===== src/rtl/cell_to_frame.sv =====
// Egress reassembler: buffers 128-bit switch cells and unpacks them into a byte stream plus frame descriptor.
// Optional statistics counters are built when CELL_TO_FRAME_STATS_EN is defined.
//
// state   | meaning
// S_IDLE  | wait for a header word; discard orphan payload words
// S_DATA  | unpack payload words into bytes, MSB byte first
// S_DRAIN | discard words up to the frame's last word
// S_PTR   | write the descriptor {err, 4'b0, written_count}
module cell_to_frame #(
    parameter int DEPTH     = 16,
    parameter int BP_MARGIN = 8,
    parameter int MAX_LEN   = 1536
) (
    input  logic         clk,
    input  logic         rstn,
    input  logic         cell_wr,
    input  logic [127:0] cell_din,
    input  logic         cell_first,
    input  logic         cell_last,
    output logic         cell_bp,
    output logic [7:0]   data_fifo_din,
    output logic         data_fifo_wr,
    input  logic         data_fifo_afull,
    output logic [15:0]  ptr_fifo_din,
    output logic         ptr_fifo_wr,
    input  logic         ptr_fifo_full
`ifdef CELL_TO_FRAME_STATS_EN
    ,
    output logic [31:0]  frame_cnt,
    output logic [15:0]  err_cnt
`endif
);

    localparam int AW = $clog2(DEPTH);
    localparam logic [AW:0] DEPTH_W   = (AW+1)'(DEPTH);
    localparam logic [AW:0] BP_W      = (AW+1)'(BP_MARGIN);
    localparam logic [AW:0] PTR_ONE   = (AW+1)'(1);
    localparam logic [10:0] MAX_LEN_W = 11'(MAX_LEN);

    typedef enum logic [1:0] {S_IDLE, S_DATA, S_DRAIN, S_PTR} state_t;

    logic [129:0] r_mem [DEPTH];
    logic [AW:0]  r_wr_ptr, r_rd_ptr;
    logic         r_cell_bp;
    logic [AW:0]  w_count, w_free;
    logic         w_full, w_hd_valid, w_push, w_pop, w_drop;
    logic [129:0] w_head;
    logic         w_hd_first, w_hd_last;
    logic [127:0] w_hd_data;

    state_t       r_state, w_state_nxt;
    logic [127:0] r_shift, w_shift_nxt;
    logic [4:0]   r_left, w_left_nxt;
    logic         r_word_last, w_word_last_nxt;
    logic [10:0]  r_len, w_len_nxt;
    logic [10:0]  r_cnt, w_cnt_nxt;
    logic         r_err, w_err_nxt;
    logic         r_drop_pend, w_drop_pend_nxt;
    logic         w_need, w_emit, w_ptr_wr;

    assign w_count    = r_wr_ptr - r_rd_ptr;
    assign w_free     = DEPTH_W - w_count;
    assign w_full     = (w_count == DEPTH_W);
    assign w_hd_valid = (w_count != '0);
    assign w_head     = r_mem[r_rd_ptr[AW-1:0]];
    assign w_hd_first = w_head[129];
    assign w_hd_last  = w_head[128];
    assign w_hd_data  = w_head[127:0];

    // A pop in the same cycle frees a slot, so a push onto a full FIFO is still accepted.
    assign w_push = cell_wr & (~w_full | w_pop);
    assign w_drop = cell_wr & w_full & ~w_pop;

    always_ff @(posedge clk) begin
        if (w_push) begin
            r_mem[r_wr_ptr[AW-1:0]] <= {cell_first, cell_last, cell_din};
        end
    end

    always_ff @(posedge clk or negedge rstn) begin
        if (!rstn) begin
            r_wr_ptr  <= '0;
            r_rd_ptr  <= '0;
            r_cell_bp <= 1'b0;
        end else begin
            if (w_push) r_wr_ptr <= r_wr_ptr + PTR_ONE;
            if (w_pop)  r_rd_ptr <= r_rd_ptr + PTR_ONE;
            r_cell_bp <= (w_free < BP_W);
        end
    end

    always_ff @(posedge clk or negedge rstn) begin
        if (!rstn) begin
            r_state     <= S_IDLE;
            r_shift     <= '0;
            r_left      <= '0;
            r_word_last <= 1'b0;
            r_len       <= '0;
            r_cnt       <= '0;
            r_err       <= 1'b0;
            r_drop_pend <= 1'b0;
        end else begin
            r_state     <= w_state_nxt;
            r_shift     <= w_shift_nxt;
            r_left      <= w_left_nxt;
            r_word_last <= w_word_last_nxt;
            r_len       <= w_len_nxt;
            r_cnt       <= w_cnt_nxt;
            r_err       <= w_err_nxt;
            r_drop_pend <= w_drop_pend_nxt;
        end
    end

    always_comb begin
        w_state_nxt     = r_state;
        w_shift_nxt     = r_shift;
        w_left_nxt      = r_left;
        w_word_last_nxt = r_word_last;
        w_len_nxt       = r_len;
        w_cnt_nxt       = r_cnt;
        w_err_nxt       = r_err;
        w_drop_pend_nxt = r_drop_pend;
        w_need          = 1'b0;
        w_emit          = 1'b0;
        w_pop           = 1'b0;
        w_ptr_wr        = 1'b0;

        case (r_state)
            S_IDLE: begin
                if (w_drop) w_drop_pend_nxt = 1'b1;
                if (w_hd_valid) begin
                    w_pop = 1'b1;
                    if (w_hd_first) begin
                        // A word dropped now belongs to this frame or a later one.
                        w_len_nxt       = w_hd_data[10:0];
                        w_cnt_nxt       = '0;
                        w_err_nxt       = r_drop_pend | w_drop;
                        w_drop_pend_nxt = 1'b0;
                        w_left_nxt      = '0;
                        w_word_last_nxt = 1'b0;
                        if (w_hd_data[10:0] == 11'd0 || w_hd_data[10:0] > MAX_LEN_W) begin
                            w_err_nxt   = 1'b1;
                            w_state_nxt = w_hd_last ? S_PTR : S_DRAIN;
                        end else begin
                            w_state_nxt = S_DATA;
                        end
                    end
                end
            end

            S_DATA: begin
                if (r_left != 5'd0) begin
                    if (!data_fifo_afull) begin
                        w_emit      = 1'b1;
                        w_cnt_nxt   = r_cnt + 11'd1;
                        w_shift_nxt = {r_shift[119:0], 8'h00};
                        w_left_nxt  = r_left - 5'd1;
                        if (r_cnt + 11'd1 == r_len) begin
                            w_state_nxt = r_word_last ? S_PTR : S_DRAIN;
                            if (!r_word_last) w_err_nxt = 1'b1;
                        end else if (r_left == 5'd1) begin
                            if (r_word_last) begin
                                w_err_nxt   = 1'b1;
                                w_state_nxt = S_PTR;
                            end else begin
                                w_need = 1'b1;
                            end
                        end
                    end
                end else begin
                    w_need = 1'b1;
                end
                // Reload in the cycle the last byte leaves so words stream without a bubble.
                if (w_need && w_hd_valid) begin
                    if (w_hd_first) begin
                        w_err_nxt   = 1'b1;
                        w_state_nxt = S_PTR;
                    end else begin
                        w_pop           = 1'b1;
                        w_shift_nxt     = w_hd_data;
                        w_left_nxt      = 5'd16;
                        w_word_last_nxt = w_hd_last;
                    end
                end
                if (w_drop) w_err_nxt = 1'b1;
            end

            S_DRAIN: begin
                if (w_hd_valid) begin
                    if (w_hd_first) begin
                        w_state_nxt = S_PTR;
                    end else begin
                        w_pop = 1'b1;
                        if (w_hd_last) w_state_nxt = S_PTR;
                    end
                end
                if (w_drop) w_err_nxt = 1'b1;
            end

            S_PTR: begin
                if (w_drop) w_drop_pend_nxt = 1'b1;
                if (!ptr_fifo_full) begin
                    w_ptr_wr    = 1'b1;
                    w_state_nxt = S_IDLE;
                end
            end

            default: w_state_nxt = S_IDLE;
        endcase
    end

    assign cell_bp       = r_cell_bp;
    assign data_fifo_wr  = w_emit;
    assign data_fifo_din = r_shift[127:120];
    assign ptr_fifo_wr   = w_ptr_wr;
    assign ptr_fifo_din  = {r_err, 4'b0000, r_cnt};

`ifdef CELL_TO_FRAME_STATS_EN
    logic [31:0] r_frame_cnt;
    logic [15:0] r_err_cnt;

    always_ff @(posedge clk or negedge rstn) begin
        if (!rstn) begin
            r_frame_cnt <= '0;
            r_err_cnt   <= '0;
        end else if (w_ptr_wr) begin
            r_frame_cnt <= r_frame_cnt + 32'd1;
            if (r_err && r_err_cnt != 16'hFFFF) r_err_cnt <= r_err_cnt + 16'd1;
        end
    end

    assign frame_cnt = r_frame_cnt;
    assign err_cnt   = r_err_cnt;
`else
    // statistics counters not built
`endif

endmodule


===== config.mk =====
export PLATFORM = sky130hd
export DESIGN_NAME = cell_to_frame
export DESIGN_NICKNAME = d
export VERILOG_FILES = /design/src/rtl/cell_to_frame.sv
export SDC_FILE = /design/constraint.sdc
export NUM_CORES = 2
export LEC_CHECK = 0
export ABC_AREA = 1
export ABC_CLOCK_PERIOD_IN_PS = 9900
export CELL_PAD_IN_SITES_DETAIL_PLACEMENT = 1
export CELL_PAD_IN_SITES_GLOBAL_PLACEMENT = 2
export CORE_UTILIZATION = 40
export DETAILED_ROUTE_END_ITERATION = 10
export HOLD_SLACK_MARGIN = 0.15
export PLACE_DENSITY_LB_ADDON = 0.15
export SLEW_MARGIN = 15
export SYNTH_ARGS = -nofsm -noshare
export SYNTH_HDL_FRONTEND = slang
export SYNTH_SLANG_ARGS = --single-unit

===== constraint.sdc =====
create_clock -name clk -period 9.9 [get_ports clk]
set_input_delay 2.475 -clock clk [delete_from_list [all_inputs] [get_ports clk]]
set_output_delay 2.475 -clock clk [all_outputs]
set_load 0.02 [all_outputs]

==> results.cfg <==
[clock_tree]
postCtsResizedCells = 0
cts.clk_slew.worst_paths_ns = 0.06
hold_buffers = 0
post_cts_buffers = 0
cts_tree = built
cts_buffer_depth = 3
numCtsBuffers = 236
insertion_delay_ns = 0.90
cts_htree_levels = 4
cts_sinks = 2251
cts_root_buf = clkbuf_16

[hold_path]
hp-class = flip-flop to flip-flop
whs_path_depth = 1

[route]
wl_per_cell_um = 26.8
viasPerCell = 5.70
drtIter0Drc = 4533
post-route-drc-count = 0
dr.pass1.iters = 7
drt-total-wl_um = 270000
ant_nets = 0
vias = 57600

[placement]
io_buffers = 157
post-place-ws_ns = 2.51
place.gp.congestion = 0.760
dp_hpwl_um = 141000
dp.cells = 9663

[logic_synthesis]
yosys_register_bits = 2251
yosys_warnings = 0
synthesis.area_sq_mm = 0.0893
postSynthCellCount = 6930
synth.avg_cell_area_sq_um = 12.9
synth_cell_types = 47
ys_seq_area_share_pct = 74.7

[floorplanning]
die_w_um = 474
rows = 173
coreArea_sq_mm = 0.222
ioPinCount = 162
die_h_um = 474
die_area_sq_mm = 0.225
start_util_pct = 40.2

[grt]
grt_use_total_pct = 23.8
overflow = 0
grt_pass1_vias = 58300
grt_pass1_wl_um = 398000
grt_max_degree = 175
grt_antenna_before_repair = 15

[critical_path]
cp_slowest_cell = clkdlybuf4s50_1
cp_common_cell = clkdlybuf4s50_1
crit_path_end_kind = output pin
rrSetupSlack_ns = 3.96
start_kind = primary input
ff2ff_path_depth = 15
crit_start = data_fifo_afull
critPathKind = primary input to output pin
crit_required_ns = 7.43
rr_endpoint = r_mem[1][0]
worst-path-max-fanout = 35
r2r_start = r_rd_ptr[0]
cpPeakStageDelay_ns = 0.72
worstPathArrival_ns = 4.86
crit_end = data_fifo_wr
path_cells = clkdlybuf4s50_1 -> inv_1 -> nand2_4 -> nor2_1 -> clkdlybuf4s50_1

[pwr]
peakVddDrop_mv = 0.259
p_leak_nw = 32.4
powerDensity_mw_per_mm2 = 314

[timing]
relSlewSlack_pct = 22.2
fin_crit_sh_pct = 74.0
rsz0062_at_grt = false
fin_ws_ns = 2.57
hold_slack_ns = 0.495
max_freq_mhz = 136
skew_ns = 0.0279
hold_viol = 0
finalSetupViolations = 0
worst_slew_pin_slew_ns = 1.16
finalSetupTns_ns = 0
slew_viol_final = 0
min_period_ns = 7.33

[final_layout]
finish.net_count = 7081
post-route-util_pct = 45.4
seq_area_sq_mm = 0.0668
final_cell_count_no_fill = 10100
areaGrowthSynthToFinish_pct = 13.0
fillCellCount = 22600
final_layout_size_suffix_gt1_share_pct = 6.84
multi_input_area_sq_mm = 0.0202

[outcome]
outcome = finished, final reports clean

[flow_run]
cap_violations = 0
## placed cells by master (no fill, tap or decap), types with 64 or more instances in the layout
cell type        synthesis  final
dfrtp_1                171    168
nand3_1                137    137
nand2_1                534    533
o221ai_1                93     93
clkbuf_1               311     65
clkbuf_16                0    239
clkdlybuf4s50_1          0    156
inv_1                   78     73
a221oi_1                64     64
o21ai_0               1175   1175
a31oi_1                135    135
buf_4                   37     77
o22ai_1                377    377
edfxtp_1              2080   2080
o211ai_1                79     79
nor2_1                1331   1314
## worst max-delay path, delay by kind of cell
kind	cells	cell delay, ns
buffers and inverters	3	1.52
AND/OR/NAND/NOR	2	0.85
## Yosys cell counts (all sizes together)
cell	n	area, sq um
or2	16	100
clkinv	1	3.75
nor4	1	6.26
nand3b	2	15.0
edfxtp	2080	62500
o31ai	1	7.51
a21boi	2	26.3
a31oi	135	845
nand2	541	2050
o221ai	93	815
o21a	1	7.51
conb	1	3.75
nand3	139	713
o21ai	1220	6110
o21bai	1	7.51
nor2	1339	5060
buf	192	1090
dfrtp	171	4280
inv	83	312
o22ai	377	2360
nand4	2	12.5
ha	19	238
xor2	11	96.3
a21oi	12	63.8
nor3	5	30.0
o311ai	26	228
xnor2	3	26.3
clkbuf	312	1170
fa	1	20.0
a221oi	64	561
o211ai	79	593
## logic make-up after synthesis
kind of cell | count (synthesis) | share of synthesized area, %
AND/OR/NAND/NOR | 2045 | 8.94
AO/OA/AOI/OAI | 2011 | 13.0
adder cells (fa/ha/maj) | 20 | 0.289
flip-flops | 2251 | 74.7
buffers and inverters | 588 | 2.88
XOR/XNOR | 14 | 0.137
other | 1 | 0.00420
## metrics by stage
| stage | instance area [sq um] | total power, mW |
|---|---|---|
| 2_1_floorplan | 89300 | 19.1 |
| 3_3_place_gp | 93600 | 23.3 |
| 3_5_place_dp | 93600 | 23.5 |
| 4_1_cts | 101000 | 32.0 |
| 5_1_grt | 101000 | 33.3 |
| 6_report | 101000 | 31.7 |
## layout make-up
cell class                 count  area share [%]
sequential                  2251            66.2
multi-input combinational   4094            20.0
clock buffer                 309            6.24
tap                         2975            3.69
timing repair buffer         259            2.63
clock inverter               124           0.962
inverter                      84           0.350
antenna                        4         0.00992
## worst min path at each step
stage / startpoint / to / slack [ns]
6_report: r_rd_ptr[4] / r_rd_ptr[4] / 0.50
3_5_place_dp: r_wr_ptr[4] / r_wr_ptr[4] / 0.48
3_3_place_gp: r_rd_ptr[4] / r_rd_ptr[4] / 0.48
4_1_cts: r_wr_ptr[4] / r_wr_ptr[4] / 0.49
2_1_floorplan: r_len[2] / r_len[2] / 0.46
5_1_grt: r_wr_ptr[4] / r_wr_ptr[4] / 0.53
## flip-flops by register name, summed over array words and instances, names as in the netlist
signal / cells
cell_bp: 1
r_cnt: 11
r_drop_pend: 1
r_err: 1
r_left: 5
r_len: 11
r_mem: 2080
r_rd_ptr: 5
r_shift: 128
r_state: 2
r_word_last: 1
r_wr_ptr: 5
## per-layer routing
| metal | vias to the layer above | wire [um] | track usage (%) |
|---|---|---|---|
| li1 | 25700 | - | - |
| met5 | - | 86 | 0 |
| met4 | 12 | 5080 | 5.48 |
| met2 | 1216 | 124000 | 37.6 |
| met1 | 30300 | 129000 | 35.0 |
| met3 | 319 | 12100 | 3.16 |
## report_power, final
part           switching, mW  internal, mW  leakage (nW)
clock network           3.70          4.74          3.54
registers              0.566          11.6          20.8
logic                   8.17          2.86          8.05
Power figures use the tool's default switching activity.
